**src/rtl/uart_pkg.sv**
```systemverilog
// Shared UART constants and helpers, used by both the transmitter and the receiver
// so the two ends of a loopback pair agree on frame timing.
package uart_pkg;

   typedef enum logic [2:0] {
      IDLE   = 3'd0,
      START  = 3'd1,
      DATA   = 3'd2,
      PARITY = 3'd3,
      STOP   = 3'd4
   } uart_state_e;

   function automatic int bit_cycles(input int clk_freq, input int baud_rate);
      return clk_freq / baud_rate;
   endfunction

   function automatic int frame_bits(input int data_bits, input int parity_en, input int stop_bits);
      return 1 + data_bits + parity_en + stop_bits;
   endfunction

   // Unused upper bits of a narrow character are zero, so they do not disturb the XOR.
   function automatic logic parity_bit(input logic [7:0] data, input logic odd);
      logic p;
      p = odd;
      for (int i = 0; i < 8; i++) begin
         p = p ^ data[i];
      end
      return p;
   endfunction

endpackage

```
**src/rtl/uart_transmitter_baud.sv**
```systemverilog
// Bit-period timer: counts 0..BIT_CYCLES-1 and flags the last count and the one before it.
module uart_baud_tick #(
   parameter int BIT_CYCLES = 5208
) (
   input  logic clk_fpga,
   input  logic reset,
   input  logic clear,
   output logic tick,
   output logic pre_tick
);

   localparam int CNT_W = (BIT_CYCLES > 2) ? $clog2(BIT_CYCLES) : 1;
   localparam logic [CNT_W-1:0] LAST_CNT = CNT_W'(BIT_CYCLES - 1);
   localparam logic [CNT_W-1:0] PRE_CNT  = CNT_W'(BIT_CYCLES - 2);

   logic [CNT_W-1:0] cnt_q;
   logic [CNT_W-1:0] cnt_d;

   // Next count: wraps at BIT_CYCLES-1 rather than at a power of two.
   always_comb begin
      cnt_d = cnt_q;
      if (clear) begin
         cnt_d = '0;
      end else if (cnt_q == LAST_CNT) begin
         cnt_d = '0;
      end else begin
         cnt_d = cnt_q + CNT_W'(1);
      end
   end

   // Count register.
   always_ff @(posedge clk_fpga) begin
      if (reset) begin
         cnt_q <= '0;
      end else begin
         cnt_q <= cnt_d;
      end
   end

   assign tick     = (cnt_q == LAST_CNT);
   assign pre_tick = (cnt_q == PRE_CNT);

endmodule

```
**src/rtl/uart_transmitter.sv**
```systemverilog
// UART transmitter: start bit, DATA_BITS data bits LSB first, optional parity,
// STOP_BITS stop bits. Accepts one character per frame over valid/ready.
module uart_transmitter
   import uart_pkg::*;
#(
   parameter int CLK_FREQ   = 50_000_000,
   parameter int BAUD_RATE  = 9600,
   parameter int DATA_BITS  = 8,
   parameter int PARITY_EN  = 0,
   parameter int PARITY_ODD = 0,
   parameter int STOP_BITS  = 1
) (
   input  logic                 clk_fpga,
   input  logic                 reset,
   input  logic [DATA_BITS-1:0] tx_data,
   input  logic                 tx_valid,
   output logic                 tx_ready,
   output logic                 txd,
   output logic                 tx_busy,
   output logic                 tx_done
);

   localparam int BIT_CYCLES = bit_cycles(CLK_FREQ, BAUD_RATE);
   localparam logic [2:0] LAST_DATA = 3'(DATA_BITS - 1);
   localparam logic [2:0] LAST_STOP = 3'(STOP_BITS - 1);
   localparam logic       HAS_PAR   = (PARITY_EN != 0);
   localparam logic       ODD_PAR   = (PARITY_ODD != 0);

   if (BIT_CYCLES < 2) begin : g_bad_baud
      $error("uart_transmitter: CLK_FREQ/BAUD_RATE must be at least 2");
   end
   if (DATA_BITS < 5 || DATA_BITS > 8) begin : g_bad_data_bits
      $error("uart_transmitter: DATA_BITS must be 5..8");
   end
   if (STOP_BITS < 1 || STOP_BITS > 2) begin : g_bad_stop_bits
      $error("uart_transmitter: STOP_BITS must be 1 or 2");
   end

   uart_state_e          state_q, state_d;
   logic [DATA_BITS-1:0] shift_q, shift_d;
   logic                 parity_q, parity_d;
   logic [2:0]           bit_cnt_q, bit_cnt_d;
   logic                 txd_q, txd_d;
   logic                 busy_q, busy_d;
   logic                 done_q, done_d;
   logic                 accept_s;
   logic                 tick_s;
   logic                 pre_tick_s;

   assign tx_ready = (state_q == IDLE) && !reset;
   assign accept_s = tx_valid && tx_ready;

   // Holding the timer clear while idle aligns the start bit to the accept edge.
   uart_baud_tick #(
      .BIT_CYCLES(BIT_CYCLES)
   ) u_baud (
      .clk_fpga (clk_fpga),
      .reset    (reset),
      .clear    (state_q == IDLE),
      .tick     (tick_s),
      .pre_tick (pre_tick_s)
   );

   // Frame sequencing; txd_d is the line level for the following clock.
   always_comb begin
      state_d   = state_q;
      shift_d   = shift_q;
      parity_d  = parity_q;
      bit_cnt_d = bit_cnt_q;
      txd_d     = txd_q;
      done_d    = 1'b0;
      case (state_q)
         IDLE: begin
            if (accept_s) begin
               state_d   = START;
               shift_d   = tx_data;
               parity_d  = parity_bit(8'(tx_data), ODD_PAR);
               bit_cnt_d = 3'd0;
               txd_d     = 1'b0;
            end else begin
               txd_d     = 1'b1;
            end
         end
         START: begin
            if (tick_s) begin
               state_d   = DATA;
               bit_cnt_d = 3'd0;
               txd_d     = shift_q[0];
            end else begin
               txd_d     = 1'b0;
            end
         end
         DATA: begin
            if (tick_s) begin
               if (bit_cnt_q == LAST_DATA) begin
                  bit_cnt_d = 3'd0;
                  if (HAS_PAR) begin
                     state_d = PARITY;
                     txd_d   = parity_q;
                  end else begin
                     state_d = STOP;
                     txd_d   = 1'b1;
                  end
               end else begin
                  shift_d   = shift_q >> 1;
                  txd_d     = shift_q[1];
                  bit_cnt_d = bit_cnt_q + 3'd1;
               end
            end else begin
               txd_d = shift_q[0];
            end
         end
         PARITY: begin
            if (tick_s) begin
               state_d   = STOP;
               bit_cnt_d = 3'd0;
               txd_d     = 1'b1;
            end else begin
               txd_d     = parity_q;
            end
         end
         STOP: begin
            // Registered pulse must land on the final cycle, so arm it one count early.
            if (pre_tick_s && (bit_cnt_q == LAST_STOP)) begin
               done_d = 1'b1;
            end else begin
               done_d = 1'b0;
            end
            if (tick_s) begin
               if (bit_cnt_q == LAST_STOP) begin
                  state_d   = IDLE;
                  bit_cnt_d = 3'd0;
               end else begin
                  bit_cnt_d = bit_cnt_q + 3'd1;
               end
            end else begin
               bit_cnt_d = bit_cnt_q;
            end
            txd_d = 1'b1;
         end
         default: begin
            state_d   = IDLE;
            bit_cnt_d = 3'd0;
            txd_d     = 1'b1;
         end
      endcase
      busy_d = (state_d != IDLE);
   end

   // State and registered line outputs; reset discards any frame in flight.
   always_ff @(posedge clk_fpga) begin
      if (reset) begin
         state_q   <= IDLE;
         shift_q   <= '0;
         parity_q  <= 1'b0;
         bit_cnt_q <= 3'd0;
         txd_q     <= 1'b1;
         busy_q    <= 1'b0;
         done_q    <= 1'b0;
      end else begin
         state_q   <= state_d;
         shift_q   <= shift_d;
         parity_q  <= parity_d;
         bit_cnt_q <= bit_cnt_d;
         txd_q     <= txd_d;
         busy_q    <= busy_d;
         done_q    <= done_d;
      end
   end

   assign txd     = txd_q;
   assign tx_busy = busy_q;
   assign tx_done = done_q;

endmodule

```
**config.mk**
```make
export PLATFORM = sky130hd
export DESIGN_NAME = uart_transmitter
export DESIGN_NICKNAME = d
export VERILOG_FILES = /design/src/rtl/uart_pkg.sv /design/src/rtl/uart_transmitter_baud.sv /design/src/rtl/uart_transmitter.sv
export SDC_FILE = /design/constraint.sdc
export NUM_CORES = 1
export LEC_CHECK = 0
export CAP_MARGIN = 15
export CORE_MARGIN = 4
export CORE_UTILIZATION = 40
export DETAILED_ROUTE_END_ITERATION = 6
export PLACE_DENSITY = 0.65
export RECOVER_POWER = 25
export SYNTH_ARGS = -nofsm -noshare
export SYNTH_HDL_FRONTEND = slang
export SYNTH_HIERARCHICAL = 1
export SYNTH_SLANG_ARGS = --single-unit
```
**constraint.sdc**
```tcl
create_clock -name clk_fpga -period 3.1 [get_ports clk_fpga]
set_input_delay 0.62 -clock clk_fpga [delete_from_list [all_inputs] [get_ports clk_fpga]]
set_output_delay 0.62 -clock clk_fpga [all_outputs]
set_load 0.02 [all_outputs]
```
# Yosys cells after proc, flatten, opt, wreduce, memory -nomap -nowiden
# Index checks and enable logic that the tools add are counted.
[totals]
ff_bits = 31
input_bits = 11
output_inout_bits = 4
[classes]
add_sub_neg = 2
n_eq_ne = 12
n_mux = 26
bitwise = 8
reduce_logical = 14
[ops]
columns = ["op", "count"]
rows = [
  ["$mux 3", 13],
  ["$eq 13x13->1 const B", 2],
  ["$mux 8", 3],
  ["$pmux 8 s2", 1],
  ["$pmux 3 s5", 1],
  ["$add 13x1->13 const B", 1],
  ["$pmux 3 s4", 1],
  ["$ne 2x2->1 const B", 4],
  ["$reduce_and 4->1", 2],
  ["$xor 1x1->1", 7],
  ["$eq 3x2->1 const B", 2],
  ["$eq 3x3->1 const B", 2],
  ["$logic_not 3->1", 2],
  ["$mux 1", 6],
  ["$pmux 1 s4", 1],
  ["$reduce_or 2->1", 2],
  ["$add 3x1->3 const B", 1],
  ["$eq 3x1->1 const B", 1],
  ["$logic_and 1x1->1", 3],
  ["$reduce_bool 3->1", 1],
  ["$reduce_or 3->1", 1],
  ["$ne 2x1->1 const B", 1],
  ["$reduce_and 2->1", 1],
  ["$reduce_bool 2->1", 1],
  ["other kinds (2)", 2],
]

# Depth between registers and ports, before layout
# Gate-level depths: netlist (run 1).
[logic_depth]
ltp_word = 7
mapped_depth = 8
mapped_depth_nobuf = 7

# Cells and area by module
# The synthesis (run 1) kept the hierarchy.
[by_module_without_submodules]
columns = ["module", "instances", "cells_each", "area_per_inst_um2"]
rows = [
  ["uart_transmitter", 1, 126, 1084.8],
  ["uart_baud_tick", 1, 72, 639.4],
]

# Least setup slack after synthesis (run 1)
# OpenSTA, ideal clock, no wires.
[synth_path]
path_type = "input -> output"
from = "input reset"
to = "output tx_ready"
arrival_time_ns = 1.650
required_ns = 2.480
path_slack_ns = 0.830
cell_stages = 3
path_buffers = 2
path_cell_list = "clkbuf_4 > dlymetal6s2s_1 > nor4_1"
[synth_between]
elab_chain_len = 2
[synth_lines]
columns = ["item", "line_no", "rtl"]
rows = [
  ["from (decl)", "uart_transmitter.sv:14", "input logic reset,"],
  ["$logic_not 1->1", "uart_transmitter.sv:50", "assign tx_ready = (state_q == IDLE) && !reset;"],
  ["$logic_and 1x1->1", "uart_transmitter.sv:50", ""],
  ["to (decl)", "uart_transmitter.sv:17", "output logic tx_ready,"],
]
# Every way passes these cells.

# Worst setup path after layout (run 1)
# Ends and elaborated chain as after synthesis.

==> results of run 1 <==
==> critical path, stage by stage <==
cell and delay [ns]:
sky130_fd_sc_hd__clkdlybuf4s50_1 0.43, sky130_fd_sc_hd__nor4_1 0.18, sky130_fd_sc_hd__clkdlybuf4s50_1 0.65
==> sequential cells by signal, indices dropped and copies added, names as in the netlist <==
register,cells
bit_cnt_q,3
parity_q,1
shift_q,8
state_q,3
tx_busy,1
tx_done,1
txd,1
u_baud/cnt_q,13
==> cells in the final DEF, fill, tap and decap left out, types with 3 or more instances in the layout <==
cell type	instances
sky130_fd_sc_hd__dfxtp_1	31
sky130_fd_sc_hd__nor2_1	29
sky130_fd_sc_hd__xnor2_1	16
sky130_fd_sc_hd__o21ai_0	14
sky130_fd_sc_hd__nand2_1	12
sky130_fd_sc_hd__clkdlybuf4s50_1	10
sky130_fd_sc_hd__inv_1	8
sky130_fd_sc_hd__a21oi_1	8
sky130_fd_sc_hd__nor4_1	6
sky130_fd_sc_hd__a311oi_1	6
sky130_fd_sc_hd__nor2b_1	6
sky130_fd_sc_hd__nor3_1	6
sky130_fd_sc_hd__ha_1	6
sky130_fd_sc_hd__nand4_1	5
sky130_fd_sc_hd__clkbuf_8	5
sky130_fd_sc_hd__nand3_1	5
sky130_fd_sc_hd__dlygate4sd3_1	4
sky130_fd_sc_hd__o21a_1	3
sky130_fd_sc_hd__clkbuf_1	3
sky130_fd_sc_hd__buf_4	3
==> per-stage QoR <==
step,total power [W],util (%),cells,hold WS [ns]
2_1_floorplan,0.000499,-,198,0.454
3_3_place_gp,0.000531,45.8,255,0.462
3_5_place_dp,0.000531,45.8,255,0.472
4_1_cts,0.000842,47.8,263,0.476
5_1_grt,0.000863,47.2,263,0.507
6_report,0.000824,47.2,263,0.475
==> layer usage <==
metal  share of wire [%]  up-vias
met3                 2.5        8
met4                 2.5        0
met1                  53      621
met2                  42       16
li1                    -      722
met5                   0        -
==> path summary, 6_finish.rpt <==
kind,startpoint,cells past startpoint,end,slack [ns]
setup / recovery,reset,3,tx_ready,0.60
hold / removal,shift_q[7],2,shift_q[6],0.47
setup reg to reg,u_baud/cnt_q[9],9,shift_q[0],0.64
hold reg to reg,shift_q[7],2,shift_q[6],0.47
==> power breakdown <==
| group | internal, W | leakage [nW] | total (W) | switching, W |
|---|---|---|---|---|
| clock | 0.000157 | 0.0422 | 0.000304 | 0.000147 |
| sequential | 0.000412 | 0.252 | 0.000419 | 0.00000727 |
| combinational | 0.0000477 | 0.339 | 0.000101 | 0.0000535 |
==> cell families (layout without fill, tap and decap cells) <==
kind of cell | Yosys count | after routing | share of synthesized area (%)
muxes | 1 | 1 | 0.581
buffers and inverters | 19 | 34 | 6.75
xor gates and xnor gates | 18 | 18 | 9.14
and+or+nand+nor | 84 | 84 | 26.2
DFF | 31 | 31 | 36.0
adders and majority gates | 6 | 6 | 4.35
AOI/OAI and AO/OA | 39 | 39 | 17.0
==> area by class of cell <==
type / count / area [µm²] / share of cell area [%]
clock buffer: 7 / 76.3 / 3.95
clock inverter: 1 / 5.00 / 0.259
inverter: 8 / 30.0 / 1.56
multi-input combinational: 148 / 970 / 50.2
sequential: 31 / 621 / 32.1
tap: 50 / 62.6 / 3.24
timing repair buffer: 18 / 166 / 8.62
==> flow_metrics.env, run 1 <==
export IMPL_core_area_um2=4090
export IMPL_drt_drc_violations_left=0
export IMPL_yosys_area_top_type_share_pct=36.0
export IMPL_ir_drop_worst_vdd_v=0.000201
export IMPL_report_final_slew_viol_count=0
export IMPL_grt_met1_usage_pct=18.0
export IMPL_port_buffers=14
export IMPL_layout_cell_area_non_filler_um2=1930
export IMPL_cts_hold_buffers=0
export IMPL_tightestPinTransition_ns=1.12
export IMPL_synth_net_count=215
export IMPL_crit_arrival_ns=1.88
export IMPL_synth_largest_area_cell="sky130_fd_sc_hd__dfxtp_1"
export IMPL_clock_tree_buffer_depth=2
export IMPL_first_global_vias=1310
export IMPL_finalCritPeriodShare_pct=80.7
export IMPL_cts_sinks=31
export IMPL_number_of_vias_after_detailed_routing=1367
export IMPL_die_width_um=73.7
export IMPL_synth_cells_most_frequent="31 x sky130_fd_sc_hd__dfxtp_1, 29 x sky130_fd_sc_hd__nor2_1, 16 x sky130_fd_sc_hd__xnor2_1, 14 x sky130_fd_sc_hd__o21ai_0, 12 x sky130_fd_sc_hd__nand2_1"
export IMPL_setup_viol=0
export IMPL_die_height_um=73.7
export IMPL_leading_post_synthesis_cells_by_cell_area="sky130_fd_sc_hd__dfxtp_1 36%, sky130_fd_sc_hd__xnor2_1 8.1%, sky130_fd_sc_hd__nor2_1 6.3%"
export IMPL_place_gp_congestion=0.814
export IMPL_ys_warn_count=6
export IMPL_antenna_violating_nets_post_route=0
export IMPL_ys_ff_latch=31
export IMPL_synth_edf_count=0
export IMPL_num_rows=23
export IMPL_num_io_pins=15
export IMPL_met2_usage_pct=20.8
export IMPL_number_of_buffers_inserted_during_clock_tree_synthesis=5
export IMPL_grt_setup_unrepaired="no"
export IMPL_pre_cts_slack_ns=0.571
export IMPL_worstSetupStartpointType="primary input"
export IMPL_seq_area_frac_synth_pct=36.0
export IMPL_clock_tree_from_tritoncts="yes"
export IMPL_root_buffer="sky130_fd_sc_hd__clkbuf_8"
export IMPL_drt_pass1_iterations=4
export IMPL_n_antenna_cell=0
export IMPL_finalWorstSetupSlack_ns=0.597
export IMPL_dieArea_um2=5430
export IMPL_grt_pass1_wl_um=5780
export IMPL_filler_cell_count=411
export IMPL_path_clk_slew_ns=0.06
export IMPL_layout_area_overhead_vs_synth_pct=12.0
export IMPL_post_cts_resized_instances=0
export IMPL_initial_utilization_pct=42.2
export IMPL_grt_met3_use_pct=3.56
export IMPL_grt_start_max_net_pins=25
export IMPL_fmaxAchievable_mhz=400
export IMPL_netlist_cell_type_count=42
export IMPL_drt_initial_drc_count=92
export IMPL_syn_area_per_cell_um2=8.71
export IMPL_syn_area_um2=1720
export IMPL_finish_net_count=229
export IMPL_synth_flop_cell="sky130_fd_sc_hd__dfxtp_1"
export IMPL_slew_headroom_pct=24.3
export IMPL_max_cap_violations=0
export IMPL_place_area_um2=1870
export IMPL_drt_total_wl_um=3290
export IMPL_power_density_cell_area_nw_per_um2=427
export IMPL_synth_cells=198
export IMPL_finalClockSkew_ns=0.00465
export IMPL_gr_usage_all_layers_pct=13.9
export IMPL_post_cts_setup_buffers=0
export IMPL_ys_async_sr_fraction_pct=0
export IMPL_run_status="finished, final reports clean"
export IMPL_clock_latency_ns=0.29
export IMPL_final_layout_size_suffix_gt1_share_pct=8.92
export IMPL_total_neg_setup_slack_ns=0
export IMPL_critical_path_required_ns=2.48
export IMPL_synth_most_common_cell="sky130_fd_sc_hd__dfxtp_1"
export IMPL_lkg_pwr_nw=0.633
export IMPL_number_of_antenna_violations_at_the_first_check_in_global_routing=0
export IMPL_final_hold_violation_count=0
export IMPL_top_usage_layer="met2"
export IMPL_post_drt_wl_per_cell_um=12.5
export IMPL_post_drt_via_cell_ratio=5.20
export IMPL_critPathCaptureType="output port"
export IMPL_htreeDepth=2
export IMPL_min_period_ns=2.50
export IMPL_maximum_net_fanout_on_the_critical_path=2
export IMPL_critical_path_class="in2out"
export IMPL_grt_remaining_overflow=0
export IMPL_detailedPlacementHpwl_um=2320
export IMPL_min_delay_path_class="reg2reg"
Power figures use the tool's default switching activity.
==> inputs of run 2 (changes only) <==
--- a/config.mk
+++ b/config.mk
@@ -9,7 +9,7 @@
 export CORE_MARGIN = 4
 export CORE_UTILIZATION = 40
 export DETAILED_ROUTE_END_ITERATION = 6
-export PLACE_DENSITY = 0.65
+export PLACE_DENSITY = 0.67
 export RECOVER_POWER = 25
 export SYNTH_ARGS = -nofsm -noshare
 export SYNTH_HDL_FRONTEND = slang
==> constraint.sdc (replaced) <==
create_clock -name clk_fpga -period 2.2 [get_ports clk_fpga]
set_input_delay 0.44 -clock clk_fpga [delete_from_list [all_inputs] [get_ports clk_fpga]]
set_output_delay 0.44 -clock clk_fpga [all_outputs]
set_load 0.02 [all_outputs]
==> run 2 against run 1 <==
Register-to-register slack worse by 0.47 ns. Clock-buffer cell count down 1. Largest cell class unchanged. Highest routed layer unchanged. Global-route usage up 0.42 points.
==> flow_metrics.env, run 2 (same netlist as run 1, synthesis figures left out) <==
export IMPL_power_dissipated_by_switching_net_loads_w=0.000284
export IMPL_finalClockSkew_ns=0.00767
export IMPL_min_period_ns=2.04
export IMPL_regToRegEndpoint="shift_q[3]"
export IMPL_hp_start="shift_q[7]"
export IMPL_p_clk_share_pct=35.0
export IMPL_layout_area_overhead_vs_synth_pct=21.0
export IMPL_gr_usage_all_layers_pct=14.3
export IMPL_worstRegToRegCells=9
export IMPL_die_height_um=73.7
export IMPL_tightestPinTransition_ns=0.596
export IMPL_maximum_net_fanout_on_the_critical_path=15
export IMPL_comb_power_share_pct=13.8
export IMPL_setup_worst_path_end="shift_q[3]"
export IMPL_grt_setup_unrepaired="no"
export IMPL_number_of_antenna_violations_at_the_first_check_in_global_routing=0
export IMPL_critical_path_reg2reg_startpoint="u_baud/cnt_q[0]"
export IMPL_lkg_pwr_nw=0.726
export IMPL_drt_total_wl_um=3460
export IMPL_path_clk_slew_ns=0.06
export IMPL_cts_sinks=31
export IMPL_final_hold_violation_count=0
export IMPL_worst_path_stages=7
export IMPL_worstSetupStartpointType="primary input"
export IMPL_detailedPlacementHpwl_um=2520
export IMPL_drt_drc_violations_left=0
export IMPL_grt_remaining_overflow=0
export IMPL_n_antenna_cell=0
export IMPL_slew_headroom_pct=59.8
export IMPL_setup_worst_path_start="reset"
export IMPL_max_cap_violations=0
export IMPL_post_drt_wl_per_cell_um=12.4
export IMPL_report_final_slew_viol_count=0
export IMPL_num_io_pins=15
export IMPL_layout_cells_most_common_list="31 x sky130_fd_sc_hd__dfxtp_1, 29 x sky130_fd_sc_hd__nor2_1, 20 x sky130_fd_sc_hd__buf_4"
export IMPL_critical_path_required_ns=2.39
export IMPL_die_width_um=73.7
export IMPL_post_drt_via_cell_ratio=5.13
export IMPL_fin_util_pct=51.1
export IMPL_mostFrequentLayoutCell="sky130_fd_sc_hd__dfxtp_1"
export IMPL_finalCritPeriodShare_pct=92.5
export IMPL_grt_start_max_net_pins=25
export IMPL_critPathTopFamily="buffers and inverters"
export IMPL_htreeDepth=2
export IMPL_number_of_buffers_inserted_during_clock_tree_synthesis=5
export IMPL_worstPathCellList="clkdlybuf4s50_1 > buf_4 > or3b_4 > a211oi_4 > buf_12 > nor2_1 > a311oi_2"
export IMPL_antenna_violating_nets_post_route=0
export IMPL_crit_arrival_ns=2.23
export IMPL_num_rows=23
export IMPL_finish_net_count=247
export IMPL_initial_utilization_pct=42.2
export IMPL_clock_tree_buffer_depth=2
export IMPL_core_area_um2=4090
export IMPL_hold_slack_ns=0.485
export IMPL_port_buffers=14
export IMPL_drt_pass1_iterations=4
export IMPL_critical_path_buf_inv_count=3
export IMPL_p_int_w=0.000868
export IMPL_fmaxAchievable_mhz=491
export IMPL_r2r_setup_slack_ns=0.17
export IMPL_first_global_vias=1315
export IMPL_crit_path_max_incr_delay_ns=0.51
export IMPL_dieArea_um2=5430
export IMPL_reg_largest_list="u_baud/cnt_q (13), shift_q (8)"
export IMPL_critPathCaptureType="flop"
export IMPL_seq_power_share_pct=51.2
export IMPL_final_layout_size_suffix_gt1_share_pct=17.0
export IMPL_root_buffer="sky130_fd_sc_hd__clkbuf_8"
export IMPL_crit_slowest_cell="sky130_fd_sc_hd__clkdlybuf4s50_1"
export IMPL_clock_latency_ns=0.28
export IMPL_cts_hold_buffers=0
export IMPL_clock_tree_from_tritoncts="yes"
export IMPL_number_of_vias_after_detailed_routing=1430
export IMPL_ir_drop_worst_vdd_v=0.000348
export IMPL_place_gp_congestion=0.822
export IMPL_largest_register="u_baud/cnt_q"
export IMPL_drt_initial_drc_count=135
export IMPL_setup_viol=0
export IMPL_critical_path_class="in2reg"
export IMPL_finalNonFillerCells=279
export IMPL_sw_frac_of_total_pct=24.7
export IMPL_filler_cell_count=396
export IMPL_dpl_cell_count=270
export IMPL_power_density_cell_area_nw_per_um2=552
export IMPL_min_delay_path_class="reg2reg"
export IMPL_grt_pass1_wl_um=5930
export IMPL_run_status="finished, final reports clean"
export IMPL_largest_reg_flops=13
run 2: repair_timing:
item | 4_1_cts | 5_1_grt
gates resized for setup | 1 | 2
buffers inserted | 0 | 3
pin swaps | 0 | 2
endpoints found under the setup margin | 1 | 8
run 2: worst min path at each step:
| stage | cells after the start | end |
|---|---|---|
| finish | 2 | shift_q[6] |
| CTS | 2 | shift_q[2] |
| detailed placement | 2 | shift_q[2] |
| floorplan | 2 | shift_q[6] |
| global placement | 2 | shift_q[6] |
| global route | 2 | shift_q[6] |
run 2: power groups by stage:
stage | Sequential (W) | Clock (W) | Combinational [W]
after floorplan | 0.000606 | 0 | 0.0000973
after global placement | 0.000601 | 0 | 0.000160
after detailed placement | 0.000602 | 0 | 0.000161
after CTS | 0.000589 | 0.000421 | 0.000161
after global routing | 0.000592 | 0.000447 | 0.000176
final | 0.000589 | 0.000403 | 0.000159
run 2: per-layer routing:
layer  up-vias  wire (µm)  part of all wire [%]  global-route usage (%)
li1        751          -                     -                       -
met1       649       1660                    48                    19.1
met2        24       1540                    45                    20.5
met3         6        197                   5.7                    5.34
met4         0         63                   1.8                    6.04
met5         -          0                     0                       0
run 2: final cells by class:
class / instances / area, µm² / share of cell area, %
tap: 50 / 62.6 / 3.00
sequential: 31 / 621 / 29.7
inverter: 8 / 30.0 / 1.44
multi-input combinational: 148 / 988 / 47.4
timing repair buffer: 36 / 313 / 15.0
clock buffer: 6 / 72.6 / 3.48
run 2: worst register-to-register path, cell delays in order (launching register included):
cell and delay (ns):
sky130_fd_sc_hd__dfxtp_1 0.33, sky130_fd_sc_hd__ha_1 0.20, sky130_fd_sc_hd__nand2_1 0.11, sky130_fd_sc_hd__nor4_2 0.26, sky130_fd_sc_hd__buf_4 0.17, sky130_fd_sc_hd__nand3b_1 0.12, sky130_fd_sc_hd__a211oi_4 0.29, sky130_fd_sc_hd__buf_12 0.17
sky130_fd_sc_hd__nor2_1 0.06, sky130_fd_sc_hd__a311oi_2 0.24
run 2: per-stage QoR:
step | worst slack, ns | total power [W] | TNS (ns) | area, µm²
3_3_place_gp | -0.0666 | 0.000761 | -0.548 | 2000
5_1_grt | 0.0280 | 0.00122 | 0 | 2090
4_1_cts | 0.0126 | 0.00117 | 0 | 2070
2_1_floorplan | 0.171 | 0.000704 | 0 | 1720
3_5_place_dp | -0.140 | 0.000762 | -0.867 | 2000
6_report | 0.165 | 0.00115 | 0 | 2090
==> inputs of run 3 (changes only) <==
--- a/config.mk
+++ b/config.mk
@@ -9,8 +9,10 @@
 export CORE_MARGIN = 4
 export CORE_UTILIZATION = 40
 export DETAILED_ROUTE_END_ITERATION = 6
+export GPL_TIMING_DRIVEN = 0
 export PLACE_DENSITY = 0.67
 export RECOVER_POWER = 25
+export SETUP_SLACK_MARGIN = 0.4
 export SYNTH_ARGS = -nofsm -noshare
 export SYNTH_HDL_FRONTEND = slang
 export SYNTH_HIERARCHICAL = 1
==> run 3 against run 2 <==
Worst setup slack better by 0.096 ns. Flip-flop and latch count stayed put. Clock-buffer cell count is 1 higher. Largest power group unchanged.
==> flow_metrics.env, run 3 (same netlist as run 1, synthesis figures left out) <==
export IMPL_run_status="finished, final reports clean"
export IMPL_drt_total_wl_um=3870
export IMPL_cts_sinks=31
export IMPL_grt_setup_unrepaired="yes"
export IMPL_largest_reg_flops=13
export IMPL_drt_drc_violations_left=0
export IMPL_max_cap_violations=0
export IMPL_reg_largest_list="u_baud/cnt_q (13), shift_q (8)"
export IMPL_dpl_cell_count=262
export IMPL_finalClockSkew_ns=0.00481
export IMPL_first_global_vias=1361
export IMPL_report_final_slew_viol_count=0
export IMPL_p_int_w=0.000892
export IMPL_antenna_violating_nets_post_route=0
export IMPL_drt_initial_drc_count=48
export IMPL_worstSetupStartpointType="flop"
export IMPL_dieArea_um2=5430
export IMPL_finalNonFillerCells=285
export IMPL_num_io_pins=15
export IMPL_grt_start_max_net_pins=11
export IMPL_total_power_w=0.00120
export IMPL_final_layout_size_suffix_gt1_share_pct=26.0
export IMPL_initial_utilization_pct=42.2
export IMPL_power_density_cell_area_nw_per_um2=529
export IMPL_die_height_um=73.7
export IMPL_sw_frac_of_total_pct=25.6
export IMPL_critPathCaptureType="flop"
export IMPL_critical_path_required_ns=2.40
export IMPL_number_of_vias_after_detailed_routing=1494
export IMPL_tightestPinTransition_ns=0.508
export IMPL_grt_remaining_overflow=0
export IMPL_maximum_net_fanout_on_the_critical_path=7
export IMPL_cts_hold_buffers=0
export IMPL_crit_arrival_ns=2.14
export IMPL_min_delay_path_class="reg2reg"
export IMPL_core_area_um2=4090
export IMPL_min_period_ns=1.94
export IMPL_drt_pass1_iterations=4
export IMPL_power_dissipated_by_switching_net_loads_w=0.000308
export IMPL_comb_power_share_pct=15.4
export IMPL_place_gp_congestion=0.846
export IMPL_clock_latency_ns=0.28
export IMPL_p_clk_share_pct=35.6
export IMPL_die_width_um=73.7
export IMPL_slew_headroom_pct=66.0
export IMPL_detailedPlacementHpwl_um=2520
export IMPL_post_drt_via_cell_ratio=5.24
export IMPL_finish_net_count=251
export IMPL_layout_cells_most_common_list="25 x sky130_fd_sc_hd__nor2_1, 25 x sky130_fd_sc_hd__dfxtp_1, 16 x sky130_fd_sc_hd__xnor2_1"
export IMPL_post_drt_wl_per_cell_um=13.6
export IMPL_layout_area_overhead_vs_synth_pct=31.4
export IMPL_grt_pass1_wl_um=6560
export IMPL_number_of_buffers_inserted_during_clock_tree_synthesis=5
export IMPL_number_of_antenna_violations_at_the_first_check_in_global_routing=0
export IMPL_root_buffer="sky130_fd_sc_hd__clkbuf_8"
export IMPL_critical_path_class="reg2reg"
export IMPL_hold_slack_ns=0.481
export IMPL_clock_tree_buffer_depth=2
export IMPL_finalCritPeriodShare_pct=88.1
export IMPL_port_buffers=14
export IMPL_fmaxAchievable_mhz=516
export IMPL_seq_power_share_pct=49.0
export IMPL_gr_usage_all_layers_pct=15.8
export IMPL_clock_tree_from_tritoncts="yes"
export IMPL_num_rows=23
export IMPL_setup_viol=0
export IMPL_ir_drop_worst_vdd_v=0.000259
export IMPL_n_antenna_cell=0
export IMPL_htreeDepth=2
export IMPL_final_hold_violation_count=0
export IMPL_path_clk_slew_ns=0.07
export IMPL_lkg_pwr_nw=0.814
export IMPL_largest_register="u_baud/cnt_q"
-- run 3: cell count changes in the layout (fill, tap and decap cells not counted), sizes merged --
cell,previous run,this run
buf,21,24
clkbuf,7,9
clkdlybuf4s50,11,9
dlymetal6s2s,0,2
clkinv,0,1
-- run 3: routing by layer --
layer	vias up	track usage [%]	wire, µm	share of wire, %
li1	767	-	-	-
met1	698	21.8	1900	49
met2	22	22.9	1770	46
met3	7	4.10	126	3.3
met4	0	7.24	80	2.1
met5	-	0	0	0
-- run 3: critical path, cell delays in order, from the launching register on --
cell	delay [ns]
sky130_fd_sc_hd__dfxtp_4	0.35
sky130_fd_sc_hd__nor3_4	0.20
sky130_fd_sc_hd__nand4_4	0.13
sky130_fd_sc_hd__nor4_4	0.18
sky130_fd_sc_hd__nand3b_1	0.16
sky130_fd_sc_hd__a211oi_4	0.36
sky130_fd_sc_hd__buf_6	0.20
sky130_fd_sc_hd__nor2_4	0.04
sky130_fd_sc_hd__a311oi_2	0.22
-- run 3: what timing repair did --
action,in CTS,in global routing
resized for setup,19,24
setup buffers,12,3
pin swaps,6,7
setup endpoints to repair,10,23
-- run 3: through the flow --
stage               TNS, ns  worst slack (ns)  utilization, %  cell area [µm²]
finish                    0             0.261            55.5             2270
global route              0             0.121            55.5             2270
CTS                       0             0.239            53.2             2170
detailed placement    -1.85            -0.454            48.0             1960
global placement      -1.77            -0.470            48.0             1960
floorplan                 0             0.364               -             1760
-- run 3: final timing paths --
check / from / to / slack [ns] / cells after the start
setup reg to reg: u_baud/cnt_q[3] / shift_q[5] / 0.26 / 8
hold reg to reg: shift_q[7] / shift_q[6] / 0.48 / 2
setup / recovery: u_baud/cnt_q[3] / shift_q[5] / 0.26 / 8
hold / removal: shift_q[7] / shift_q[6] / 0.48 / 2
-- run 3: power groups by stage --
stage | registers (W) | logic, W | clock network, W
6_report | 0.000588 | 0.000184 | 0.000427
5_1_grt | 0.000590 | 0.000200 | 0.000465
4_1_cts | 0.000591 | 0.000173 | 0.000443
3_5_place_dp | 0.000607 | 0.000153 | 0
3_3_place_gp | 0.000606 | 0.000154 | 0
2_1_floorplan | 0.000607 | 0.0000985 | 0
-- run 3: layout make-up --
class | count | area [µm²]
fillers | 370 | 1820
multi-input cells | 148 | 1080
flip-flops and latches | 31 | 641
repair buffers | 29 | 267
plain buffers | 11 | 108
clock buffers | 7 | 76.3
well taps | 50 | 62.6
inverters | 8 | 30.0
clock inverters | 1 | 5.00
